==> src/rtl/mem_responder_if.sv <==
// Signal bundle between the core's fetch/load/store ports, mem_responder and the single-port RAM.
interface mem_responder_if #(
  parameter int unsigned W  = 32,
  parameter int unsigned AW = 16
);
  logic          pc_en;
  logic [W-1:0]  pc;
  logic [W-1:0]  read_inst;
  logic          inst_valid;
  logic          load_en;
  logic [W-1:0]  l_addr;
  logic [W-1:0]  l_data;
  logic          l_valid;
  logic          store_en;
  logic [W-1:0]  s_addr;
  logic [W-1:0]  s_data;
  logic          sb_full;
  logic          sb_empty;
  logic          ram_en;
  logic          ram_we;
  logic [AW-1:0] ram_addr;
  logic [W-1:0]  ram_wdata;
  logic [W-1:0]  ram_rdata;

  modport slave (
    input  pc_en, pc, load_en, l_addr, store_en, s_addr, s_data, ram_rdata,
    output read_inst, inst_valid, l_data, l_valid, sb_full, sb_empty,
           ram_en, ram_we, ram_addr, ram_wdata
  );

  modport master (
    output pc_en, pc, load_en, l_addr, store_en, s_addr, s_data, ram_rdata,
    input  read_inst, inst_valid, l_data, l_valid, sb_full, sb_empty,
           ram_en, ram_we, ram_addr, ram_wdata
  );
endinterface

==> src/rtl/mem_responder.sv <==
// Serves fetch, load and store ports from one single-port synchronous RAM,
// with a store buffer that forwards to loads and drains when the RAM is free.
module mem_responder #(
  parameter int unsigned W        = 32,
  parameter int unsigned AW       = 16,
  parameter int unsigned SB_DEPTH = 4
) (
  input  logic           clk,
  input  logic           rst,
  mem_responder_if.slave bus
);

  localparam int unsigned PW = (SB_DEPTH > 1) ? $clog2(SB_DEPTH) : 1;
  localparam int unsigned CW = PW + 1;

  typedef enum logic [1:0] {
    G_IDLE,
    G_DRAIN,
    G_FETCH,
    G_LOAD
  } grant_e;

  logic [AW-1:0] sb_addr_q [SB_DEPTH];
  logic [W-1:0]  sb_data_q [SB_DEPTH];
  logic [PW-1:0] rd_ptr_q, rd_ptr_d;
  logic [PW-1:0] wr_ptr_q, wr_ptr_d;
  logic [CW-1:0] count_q, count_d;

  logic          fp_valid_q, fp_valid_d;
  logic [AW-1:0] fp_addr_q, fp_addr_d;
  logic          lp_valid_q, lp_valid_d;
  logic [AW-1:0] lp_addr_q, lp_addr_d;

  logic          resp_fetch_q, resp_fetch_d;
  logic          resp_load_q, resp_load_d;
  logic          fwd_valid_q, fwd_valid_d;
  logic [W-1:0]  inst_q, inst_d;
  logic [W-1:0]  ldata_q, ldata_d;

  logic [AW-1:0] pc_waddr, l_waddr, s_waddr;
  logic          fetch_req, load_req;
  logic [AW-1:0] fetch_waddr, load_waddr;
  logic          fwd_hit, load_hit;
  logic [W-1:0]  fwd_data;
  logic [PW-1:0] fwd_idx;
  logic          sb_is_full, drain;
  grant_e        grant;

  logic          ram_en_c, ram_we_c;
  logic [AW-1:0] ram_addr_c;
  logic [W-1:0]  ram_wdata_c;

  logic          unused_addr_bits;

  assign pc_waddr = bus.pc[AW+1:2];
  assign l_waddr  = bus.l_addr[AW+1:2];
  assign s_waddr  = bus.s_addr[AW+1:2];
  assign unused_addr_bits = ^{bus.pc[W-1:AW+2], bus.pc[1:0],
                              bus.l_addr[W-1:AW+2], bus.l_addr[1:0],
                              bus.s_addr[W-1:AW+2], bus.s_addr[1:0]};

  // A pending request is older than a new strobe of the same type, so it goes first.
  assign fetch_req   = fp_valid_q | bus.pc_en;
  assign fetch_waddr = fp_valid_q ? fp_addr_q : pc_waddr;
  assign load_req    = lp_valid_q | bus.load_en;
  assign load_waddr  = lp_valid_q ? lp_addr_q : l_waddr;
  assign sb_is_full  = (count_q == CW'(SB_DEPTH));

  // Youngest-match search: walk oldest to youngest, then the store arriving now.
  always_comb begin
    fwd_hit  = 1'b0;
    fwd_data = '0;
    fwd_idx  = '0;
    for (int unsigned i = 0; i < SB_DEPTH; i++) begin
      fwd_idx = rd_ptr_q + PW'(i);
      if ((CW'(i) < count_q) && (sb_addr_q[fwd_idx] == load_waddr)) begin
        fwd_hit  = 1'b1;
        fwd_data = sb_data_q[fwd_idx];
      end
    end
    if (bus.store_en && (s_waddr == load_waddr)) begin
      fwd_hit  = 1'b1;
      fwd_data = bus.s_data;
    end
  end

  assign load_hit = load_req & fwd_hit;

  // One RAM grant per cycle in strict priority order.
  always_comb begin
    grant = G_IDLE;
    if (sb_is_full) begin
      grant = G_DRAIN;
    end else if (fetch_req) begin
      grant = G_FETCH;
    end else if (load_req && !fwd_hit) begin
      grant = G_LOAD;
    end else if (count_q != '0) begin
      grant = G_DRAIN;
    end
  end

  assign drain = (grant == G_DRAIN);

  // RAM command for the granted requester.
  always_comb begin
    ram_en_c    = 1'b0;
    ram_we_c    = 1'b0;
    ram_addr_c  = '0;
    ram_wdata_c = '0;
    case (grant)
      G_DRAIN: begin
        ram_en_c    = 1'b1;
        ram_we_c    = 1'b1;
        ram_addr_c  = sb_addr_q[rd_ptr_q];
        ram_wdata_c = sb_data_q[rd_ptr_q];
      end
      G_FETCH: begin
        ram_en_c   = 1'b1;
        ram_addr_c = fetch_waddr;
      end
      G_LOAD: begin
        ram_en_c   = 1'b1;
        ram_addr_c = load_waddr;
      end
      default: ;
    endcase
  end

  // Next state for pending registers, response steering, held data and buffer pointers.
  always_comb begin
    fp_valid_d   = fp_valid_q;
    fp_addr_d    = fp_addr_q;
    lp_valid_d   = lp_valid_q;
    lp_addr_d    = lp_addr_q;
    resp_fetch_d = (grant == G_FETCH);
    resp_load_d  = (grant == G_LOAD);
    fwd_valid_d  = load_hit;
    inst_d       = inst_q;
    ldata_d      = ldata_q;
    rd_ptr_d     = rd_ptr_q;
    wr_ptr_d     = wr_ptr_q;
    count_d      = count_q + CW'(bus.store_en) - CW'(drain);

    if (fetch_req) begin
      if (grant == G_FETCH) begin
        fp_valid_d = fp_valid_q & bus.pc_en;
        fp_addr_d  = pc_waddr;
      end else begin
        fp_valid_d = 1'b1;
        fp_addr_d  = bus.pc_en ? pc_waddr : fp_addr_q;
      end
    end

    if (load_req) begin
      if ((grant == G_LOAD) || load_hit) begin
        lp_valid_d = lp_valid_q & bus.load_en;
        lp_addr_d  = l_waddr;
      end else begin
        lp_valid_d = 1'b1;
        lp_addr_d  = bus.load_en ? l_waddr : lp_addr_q;
      end
    end

    if (resp_fetch_q) inst_d  = bus.ram_rdata;
    if (resp_load_q)  ldata_d = bus.ram_rdata;
    if (load_hit)     ldata_d = fwd_data;

    if (drain)        rd_ptr_d = rd_ptr_q + PW'(1);
    if (bus.store_en) wr_ptr_d = wr_ptr_q + PW'(1);
  end

  always_ff @(posedge clk or posedge rst) begin
    if (rst) begin
      rd_ptr_q     <= '0;
      wr_ptr_q     <= '0;
      count_q      <= '0;
      fp_valid_q   <= 1'b0;
      fp_addr_q    <= '0;
      lp_valid_q   <= 1'b0;
      lp_addr_q    <= '0;
      resp_fetch_q <= 1'b0;
      resp_load_q  <= 1'b0;
      fwd_valid_q  <= 1'b0;
      inst_q       <= '0;
      ldata_q      <= '0;
    end else begin
      rd_ptr_q     <= rd_ptr_d;
      wr_ptr_q     <= wr_ptr_d;
      count_q      <= count_d;
      fp_valid_q   <= fp_valid_d;
      fp_addr_q    <= fp_addr_d;
      lp_valid_q   <= lp_valid_d;
      lp_addr_q    <= lp_addr_d;
      resp_fetch_q <= resp_fetch_d;
      resp_load_q  <= resp_load_d;
      fwd_valid_q  <= fwd_valid_d;
      inst_q       <= inst_d;
      ldata_q      <= ldata_d;
    end
  end

  // Entry storage needs no reset: the count alone decides which slots are live.
  always_ff @(posedge clk) begin
    if (bus.store_en) begin
      sb_addr_q[wr_ptr_q] <= s_waddr;
      sb_data_q[wr_ptr_q] <= bus.s_data;
    end
  end

  // RAM read data is steered straight through in the response cycle, else the last value is held.
  assign bus.read_inst  = resp_fetch_q ? bus.ram_rdata : inst_q;
  assign bus.inst_valid = resp_fetch_q;
  assign bus.l_data     = resp_load_q ? bus.ram_rdata : ldata_q;
  assign bus.l_valid    = resp_load_q | fwd_valid_q;
  assign bus.sb_full    = sb_is_full;
  assign bus.sb_empty   = (count_q == '0);
  assign bus.ram_en     = ram_en_c;
  assign bus.ram_we     = ram_we_c;
  assign bus.ram_addr   = ram_addr_c;
  assign bus.ram_wdata  = ram_wdata_c;

endmodule
==> src/flat_wrapper.sv <==
// flat-port wrapper written by rule: the top's interface ports become plain ports
module mem_responder_flat 
#(
  parameter int unsigned W        = 32,
  parameter int unsigned AW       = 16,
  parameter int unsigned SB_DEPTH = 4
)
  (clk, rst, bus_pc_en, bus_pc, bus_load_en, bus_l_addr, bus_store_en, bus_s_addr, bus_s_data, bus_ram_rdata, bus_read_inst, bus_inst_valid, bus_l_data, bus_l_valid, bus_sb_full, bus_sb_empty, bus_ram_en, bus_ram_we, bus_ram_addr, bus_ram_wdata);
  mem_responder_if #(.W(W), .AW(AW)) bus_i ();
  input  logic clk;
  input  logic rst;
  input wire logic [$bits(bus_i.pc_en)-1:0] bus_pc_en;
  input wire logic [$bits(bus_i.pc)-1:0] bus_pc;
  input wire logic [$bits(bus_i.load_en)-1:0] bus_load_en;
  input wire logic [$bits(bus_i.l_addr)-1:0] bus_l_addr;
  input wire logic [$bits(bus_i.store_en)-1:0] bus_store_en;
  input wire logic [$bits(bus_i.s_addr)-1:0] bus_s_addr;
  input wire logic [$bits(bus_i.s_data)-1:0] bus_s_data;
  input wire logic [$bits(bus_i.ram_rdata)-1:0] bus_ram_rdata;
  output wire logic [$bits(bus_i.read_inst)-1:0] bus_read_inst;
  output wire logic [$bits(bus_i.inst_valid)-1:0] bus_inst_valid;
  output wire logic [$bits(bus_i.l_data)-1:0] bus_l_data;
  output wire logic [$bits(bus_i.l_valid)-1:0] bus_l_valid;
  output wire logic [$bits(bus_i.sb_full)-1:0] bus_sb_full;
  output wire logic [$bits(bus_i.sb_empty)-1:0] bus_sb_empty;
  output wire logic [$bits(bus_i.ram_en)-1:0] bus_ram_en;
  output wire logic [$bits(bus_i.ram_we)-1:0] bus_ram_we;
  output wire logic [$bits(bus_i.ram_addr)-1:0] bus_ram_addr;
  output wire logic [$bits(bus_i.ram_wdata)-1:0] bus_ram_wdata;
  assign bus_i.pc_en = bus_pc_en;
  assign bus_i.pc = bus_pc;
  assign bus_i.load_en = bus_load_en;
  assign bus_i.l_addr = bus_l_addr;
  assign bus_i.store_en = bus_store_en;
  assign bus_i.s_addr = bus_s_addr;
  assign bus_i.s_data = bus_s_data;
  assign bus_i.ram_rdata = bus_ram_rdata;
  assign bus_read_inst = bus_i.read_inst;
  assign bus_inst_valid = bus_i.inst_valid;
  assign bus_l_data = bus_i.l_data;
  assign bus_l_valid = bus_i.l_valid;
  assign bus_sb_full = bus_i.sb_full;
  assign bus_sb_empty = bus_i.sb_empty;
  assign bus_ram_en = bus_i.ram_en;
  assign bus_ram_we = bus_i.ram_we;
  assign bus_ram_addr = bus_i.ram_addr;
  assign bus_ram_wdata = bus_i.ram_wdata;
  mem_responder #(.W(W), .AW(AW), .SB_DEPTH(SB_DEPTH)) u_core (.clk(clk), .rst(rst), .bus(bus_i));
endmodule
==> config.mk <==
export PLATFORM = sky130hd
export DESIGN_NAME = mem_responder_flat
export DESIGN_NICKNAME = d
export VERILOG_FILES = /design/src/rtl/mem_responder_if.sv /design/src/rtl/mem_responder.sv /design/src/flat_wrapper.sv
export SDC_FILE = /design/constraint.sdc
export NUM_CORES = 1
export LEC_CHECK = 0
export ABC_AREA = 0
export CAP_MARGIN = 20
export CORE_MARGIN = 8
export CORE_UTILIZATION = 59
export CTS_CLUSTER_SIZE = 10
export DETAILED_ROUTE_END_ITERATION = 16
export PLACE_DENSITY_LB_ADDON = 0.05
export REMOVE_ABC_BUFFERS = 1
export SLEW_MARGIN = 20
export SYNTH_ARGS = -nofsm -noshare
export SYNTH_HDL_FRONTEND = slang
export SYNTH_SLANG_ARGS = --single-unit
==> constraint.sdc <==
create_clock -name clk -period 7.6 [get_ports clk]
set_input_delay 1.52 -clock clk [delete_from_list [all_inputs] [get_ports clk]]
set_output_delay 1.52 -clock clk [all_outputs]
set_load 0.02 [all_outputs]
# Word level (Yosys, flattened, before mapping)
# Memory sizes are Yosys's and may differ from the RTL's.
# Index checks and enable logic that the tools add are counted.
# op_classes
n_bitwise	6
magnitude_cmp	4
add_sub_neg	6
n_eq_ne	9
n_reduce_logical	15
muxes	31
# ops
op	count
32-bit two-way mux	9
16-bit two-way mux	6
16-bit == test	5
16-bit case mux with 3 select lines	1
1-bit two-way mux	12
1-bit logical AND	6
1-bit by 3-bit < comparator with 1-bit output, first input constant	2
2-bit by 3-bit < comparator with 1-bit output, first input constant	2
2-bit two-way mux	3
2-bit by 1-bit adder with 2-bit output, second input constant	2
2-bit adder, second input constant	2
2-bit == test, second input constant	2
2-bit AND reduction	2
2-bit nonzero test	2
3-bit by 1-bit adder with 3-bit output	1
1-bit bitwise AND	3
3-bit == test, second input constant	1
3-bit logical NOT	1
1-bit bitwise OR	3
3-bit nonzero test	1
3-bit OR reduction	1
3-bit by 1-bit subtractor with 3-bit output	1
2-bit by 1-bit == test with 1-bit output, second input constant	1
1-bit logical NOT	1
1-bit logical OR	1
# totals
input_bits	165
out_inout_bits	118
memories	2
register_bits	108
ram_bits	192
# memory_table
name	words	width	read_ports	rd_ports_with_merged_regs	write_ports	line_no	text
u_core.sb_data_q	4	32	4	0	1	mem_responder.sv:24	logic [W-1:0] sb_data_q [SB_DEPTH];
u_core.sb_addr_q	4	16	4	0	1	mem_responder.sv:23	logic [AW-1:0] sb_addr_q [SB_DEPTH];

# Longest topological paths before layout
# depth
ltp_word	17
mapped_depth	21
depth_no_buf	15

# Worst setup path after synthesis
# OpenSTA, ideal clock, no wires.
# synth_timing
path_kind	input port to output port
start	input bus_l_addr[5]
end	output bus_ram_wdata[22]
t_required_ps	6080
arrival_ps	4076
stages	10
slack_ps	2004
n_path_buf	2
path_cell_list	mux2i_1 xnor2_1 or4_1 or3_1 nand2_1 o21ai_1 and2_1 buf_2 buf_2 a211oi_1
# synth_via
elab_chain_cells	15
word_cells_on_any_way	23
cone_classes	eq/ne (6); mux (10); reduce/logical (7)
# synth_rtl
element	line_no	text
start: declaration	flat_wrapper.sv:15	input wire logic [$bits(bus_i.l_addr)-1:0] bus_l_addr;
16-bit two-way mux (*)	mem_responder.sv:66	assign load_waddr = lp_valid_q ? lp_addr_q : l_waddr;
16-bit == test	mem_responder.sv:76	if ((CW'(i) < count_q) && (sb_addr_q[fwd_idx] == load_waddr)) begin
1-bit logical AND	mem_responder.sv:76	
1-bit two-way mux (4 in a row)	mem_responder.sv:76	
1-bit two-way mux (*)	mem_responder.sv:81	if (bus.store_en && (s_waddr == load_waddr)) begin
1-bit logical NOT (*)	mem_responder.sv:96	end else if (load_req && !fwd_hit) begin
1-bit logical AND (*)	mem_responder.sv:96	
2-bit two-way mux (*)	mem_responder.sv:96	
2-bit two-way mux (*)	mem_responder.sv:94	end else if (fetch_req) begin
2-bit two-way mux (*)	mem_responder.sv:92	if (sb_is_full) begin
2-bit by 1-bit == test with 1-bit output (*)	mem_responder.sv:111	case (grant)
32-bit two-way mux (*)	mem_responder.sv:111	
end: declaration	flat_wrapper.sv:29	output wire logic [$bits(bus_i.ram_wdata)-1:0] bus_ram_wdata;
# Every way passes the cells marked *; elsewhere a longest branch is shown, timed or not.

# Worst setup path after layout
# layout_timing
start	input bus_l_addr[10]
end	output bus_ram_addr[15]
# layout_via
elab_chain_cells	15
word_cells_on_any_way	25
cone_classes	eq/ne (8); mux (10); reduce/logical (7)
# layout_rtl
element	line_no	text
16-bit two-way mux (*)	mem_responder.sv:66	
16-bit == test	mem_responder.sv:76	
1-bit logical AND	mem_responder.sv:76	
1-bit two-way mux (4 in a row)	mem_responder.sv:76	
1-bit two-way mux (*)	mem_responder.sv:81	
1-bit logical NOT (*)	mem_responder.sv:96	
1-bit logical AND (*)	mem_responder.sv:96	
2-bit two-way mux (*)	mem_responder.sv:96	
2-bit two-way mux (*)	mem_responder.sv:94	
2-bit two-way mux (*)	mem_responder.sv:92	
2-bit == test or 2-bit by 1-bit == test with 1-bit output (tied branches)	mem_responder.sv:111	
16-bit case mux with 3 select lines (*)	mem_responder.sv:111	
end: declaration	flat_wrapper.sv:28	output wire logic [$bits(bus_i.ram_addr)-1:0] bus_ram_addr;
# Marked as above.

==> results.toml <==
[clock_network]
clk_path_buf_depth = 3
path_clk_slew_ns = 0.05
clock_latency_ns = 0.52
cts_setup_buffers = 0
cts_hold_buf = 0
root_buffer = "clkbuf_16"
cts_buffers = 37
cts_tree = "yes"
cts_htree_levels = 2
cts_resized = 0
cts.sinks = 300

[pwr]
comb_power_share_pct = 51.4
p_sw_mw = 3.43
leakage_nw = 7.94
pwr-share-clk_pct = 19.3
total_power_mw = 8.82
intPower_mw = 5.39
power_density_mw_per_mm2 = 411
power_frac_seq_pct = 29.3
irDropWorstVdd_mv = 0.256
netSwitchingFraction_pct = 38.9

[worst_setup_path]
setup.worst_path.start_class = "input pin"
worstPathRequired_ns = 6.08
setup.worst_path.class = "in -> out"
worstSetupStartpoint = "bus_l_addr[10]"
r2r_start = "u_core.rd_ptr_q[0]"
end_kind = "output pin"
r2r_slack_ns = 2.56
critPathMaxFanout = 18
cp_data_arrival_time_ns = 5.46

[synth]
synth_top_area_share_pct = 32.7
synth_area_mm2 = 0.0176
synth_top_family_by_area = "multiplexers"
synth_edf_count = 192
yosys.area.top_type = "edfxtp_1"
ys_seq_area_share_pct = 48.0
yosys_register_bits = 300
ys_types = 51
synth.area.mux_share_pct = 24.2
async_flop_share_pct = 36.0
ys.flop_type = "edfxtp_1"
yosys.area_share.simple_pct = 7.86
syn_avg_cell_area_um2 = 12.7
synth_adder_area_share_pct = 0.794
syn_inst = 1390
synth_area_leaders = "edfxtp_1 33%, dfrtp_1 15%, mux4_2 8.2%"
synth_compound_area_share_pct = 10.5
synth_xor_area_share_pct = 4.12
yosysWarnings = 0

[placement]
hpwl_um = 31800
routabilityCongestion = 0.883
port_buffers = 234

[sta]
clock.fmax_mhz = 143
report.final.slew_viol_count = 0
min_period_ns = 6.98
hold_violations = 0
finalCritPeriodShare_pct = 91.8
rsz0062_at_grt = "no"
timing.setup.tns_ns = 0
relSlewSlack_pct = 31.5
final.setup_skew_ns = 0.0116
worst_slew_pin_slew_ns = 1.03
setup_violations = 0

[detailed_routing]
dr.first_iter.drc_count = 1039
wl_met3_um = 4430
drt_first_pass_iters = 5
viasPerCell = 6.53
num_vias = 13100
drc = 0
antenna_left = 0
wl_per_cell_um = 24.8
wirelength_um = 49800
wl_met1_um = 20800
highest_layer = "met5"
wl_met2_um = 23500

[run]
cap_violations = 0

[status]
status = "finished, final reports clean"

[floorplanning]
die_h_um = 189
die_area_mm2 = 0.0357
ios = 283
row_count = 63
core_area_mm2 = 0.0296
die_w_um = 189
start_util_pct = 59.7

[cells_and_area]
nFillCells = 2056
final_util_pct = 72.6
final_common_cell = "clkdlybuf4s50_1"
drive_above_1_share_pct = 19.6
area_delta_synth_final_pct = 21.6
layout_common_cells = "234 x clkdlybuf4s50_1, 192 x edfxtp_1, 122 x mux2i_1"
nets = 1759

[grt]
grt_pass1_wl_um = 76500
grt_max_degree = 105
grt_use_total_pct = 27.2
grt_pass1_vias = 13400
antenna_found_initial = 6
grt_overflow = 0

[hold_path]
worstHoldPathType = "reg -> reg"
hp-start = "u_core.inst_q[21]"
## critical path, stage by stage
cell             delay, ns
clkdlybuf4s50_1       0.42
mux2i_1               0.51
xnor2_1               0.25
nor4_1                0.10
and4_1                0.24
nand2_2               0.22
nand4_2               0.18
o21ai_1               0.29
and2_2                0.40
inv_2                 0.28
a221o_1               0.47
clkdlybuf4s50_1       0.56
## registers in the layout, summed over array words and instances, names as in the netlist, 2 cells and up
signal            cells
u_core.count_q        3
u_core.wr_ptr_q       2
u_core.lp_addr_q     16
u_core.rd_ptr_q       2
u_core.sb_data_q    128
u_core.fp_addr_q     16
u_core.inst_q        32
u_core.ldata_q       32
u_core.sb_addr_q     64
## layout make-up
type	count	area, um2	share of cell area (%)
sequential	300	8480	39.5
clock buffer	66	1130	5.26
inverter	60	230	1.07
multi-input combinational	910	8410	39.2
tap	390	488	2.28
clock inverter	2	38.8	0.181
timing repair buffer	276	2670	12.5
antenna	1	2.50	0.0117
## power by group through the flow
stage	combinational (mW)	clock (mW)	sequential, mW
after floorplan	3.10	0	2.71
after global placement	4.44	0	2.58
after detailed placement	4.51	0	2.61
after CTS	4.54	1.72	2.58
after global routing	4.84	1.78	2.64
final	4.54	1.70	2.58
## synth_stat cells, types with 2 or more instances
master / number
a211oi_1: 98
a21oi_1: 5
a221o_1: 16
a221oi_1: 28
a22oi_1: 7
a311o_1: 28
a31o_2: 2
and2_1: 34
and3_1: 26
and4_1: 2
buf_1: 18
buf_2: 34
buf_4: 6
buf_6: 8
clkbuf_1: 54
dfrtp_1: 108
edfxtp_1: 192
ha_1: 8
inv_1: 59
maj3_1: 2
mux2_2: 121
mux2_4: 10
mux2i_1: 122
mux2i_2: 7
mux4_2: 64
nand2_1: 13
nand3_1: 4
nand4_1: 7
nor2_1: 60
nor3_1: 96
nor4_1: 17
o21a_1: 2
o21ai_0: 3
o21ai_1: 2
o32ai_1: 29
or2_2: 2
xnor2_1: 57
xor2_1: 26
## worst paths after layout
check	end	depth (start not counted)
worst max-delay path	bus_ram_addr[15]	12
worst min-delay path	u_core.inst_q[21]	1
worst max register to register	u_core.count_q[2]	16
worst min register to register	u_core.inst_q[21]	1
max in group asynchronous	u_core.rd_ptr_q[1]	3
min in group asynchronous	u_core.inst_q[12]	2
## stage by stage
stage | instance area, um2 | instances | hold slack (ns) | worst slack [ns]
3_3_place_gp | 20300 | 1935 | 0.479 | 0.742
6_report | 21400 | 2005 | 0.492 | 0.623
3_5_place_dp | 20300 | 1936 | 0.483 | 0.693
4_1_cts | 21400 | 2004 | 0.496 | 0.692
5_1_grt | 21400 | 2005 | 0.503 | 0.467
2_1_floorplan | 17100 | 1270 | 0.479 | -2.78
## cell families (layout without fill, tap and decap cells)
group | count (synthesis) | after routing
muxes | 324 | 324
DFF | 300 | 300
and+or+nand+nor | 268 | 268
AOI/OAI and AO/OA | 224 | 224
buffers and inverters | 180 | 404
xor gates and xnor gates | 83 | 83
adders and majority gates | 11 | 11
other | 0 | 1
## layer usage
layer | track usage (%) | vias up
li1 | - | 5841
met1 | 35.5 | 6526
met2 | 44.5 | 631
met3 | 6.75 | 90
met4 | 7.79 | 10
met5 | 0 | -
Power figures use the tool's default switching activity.
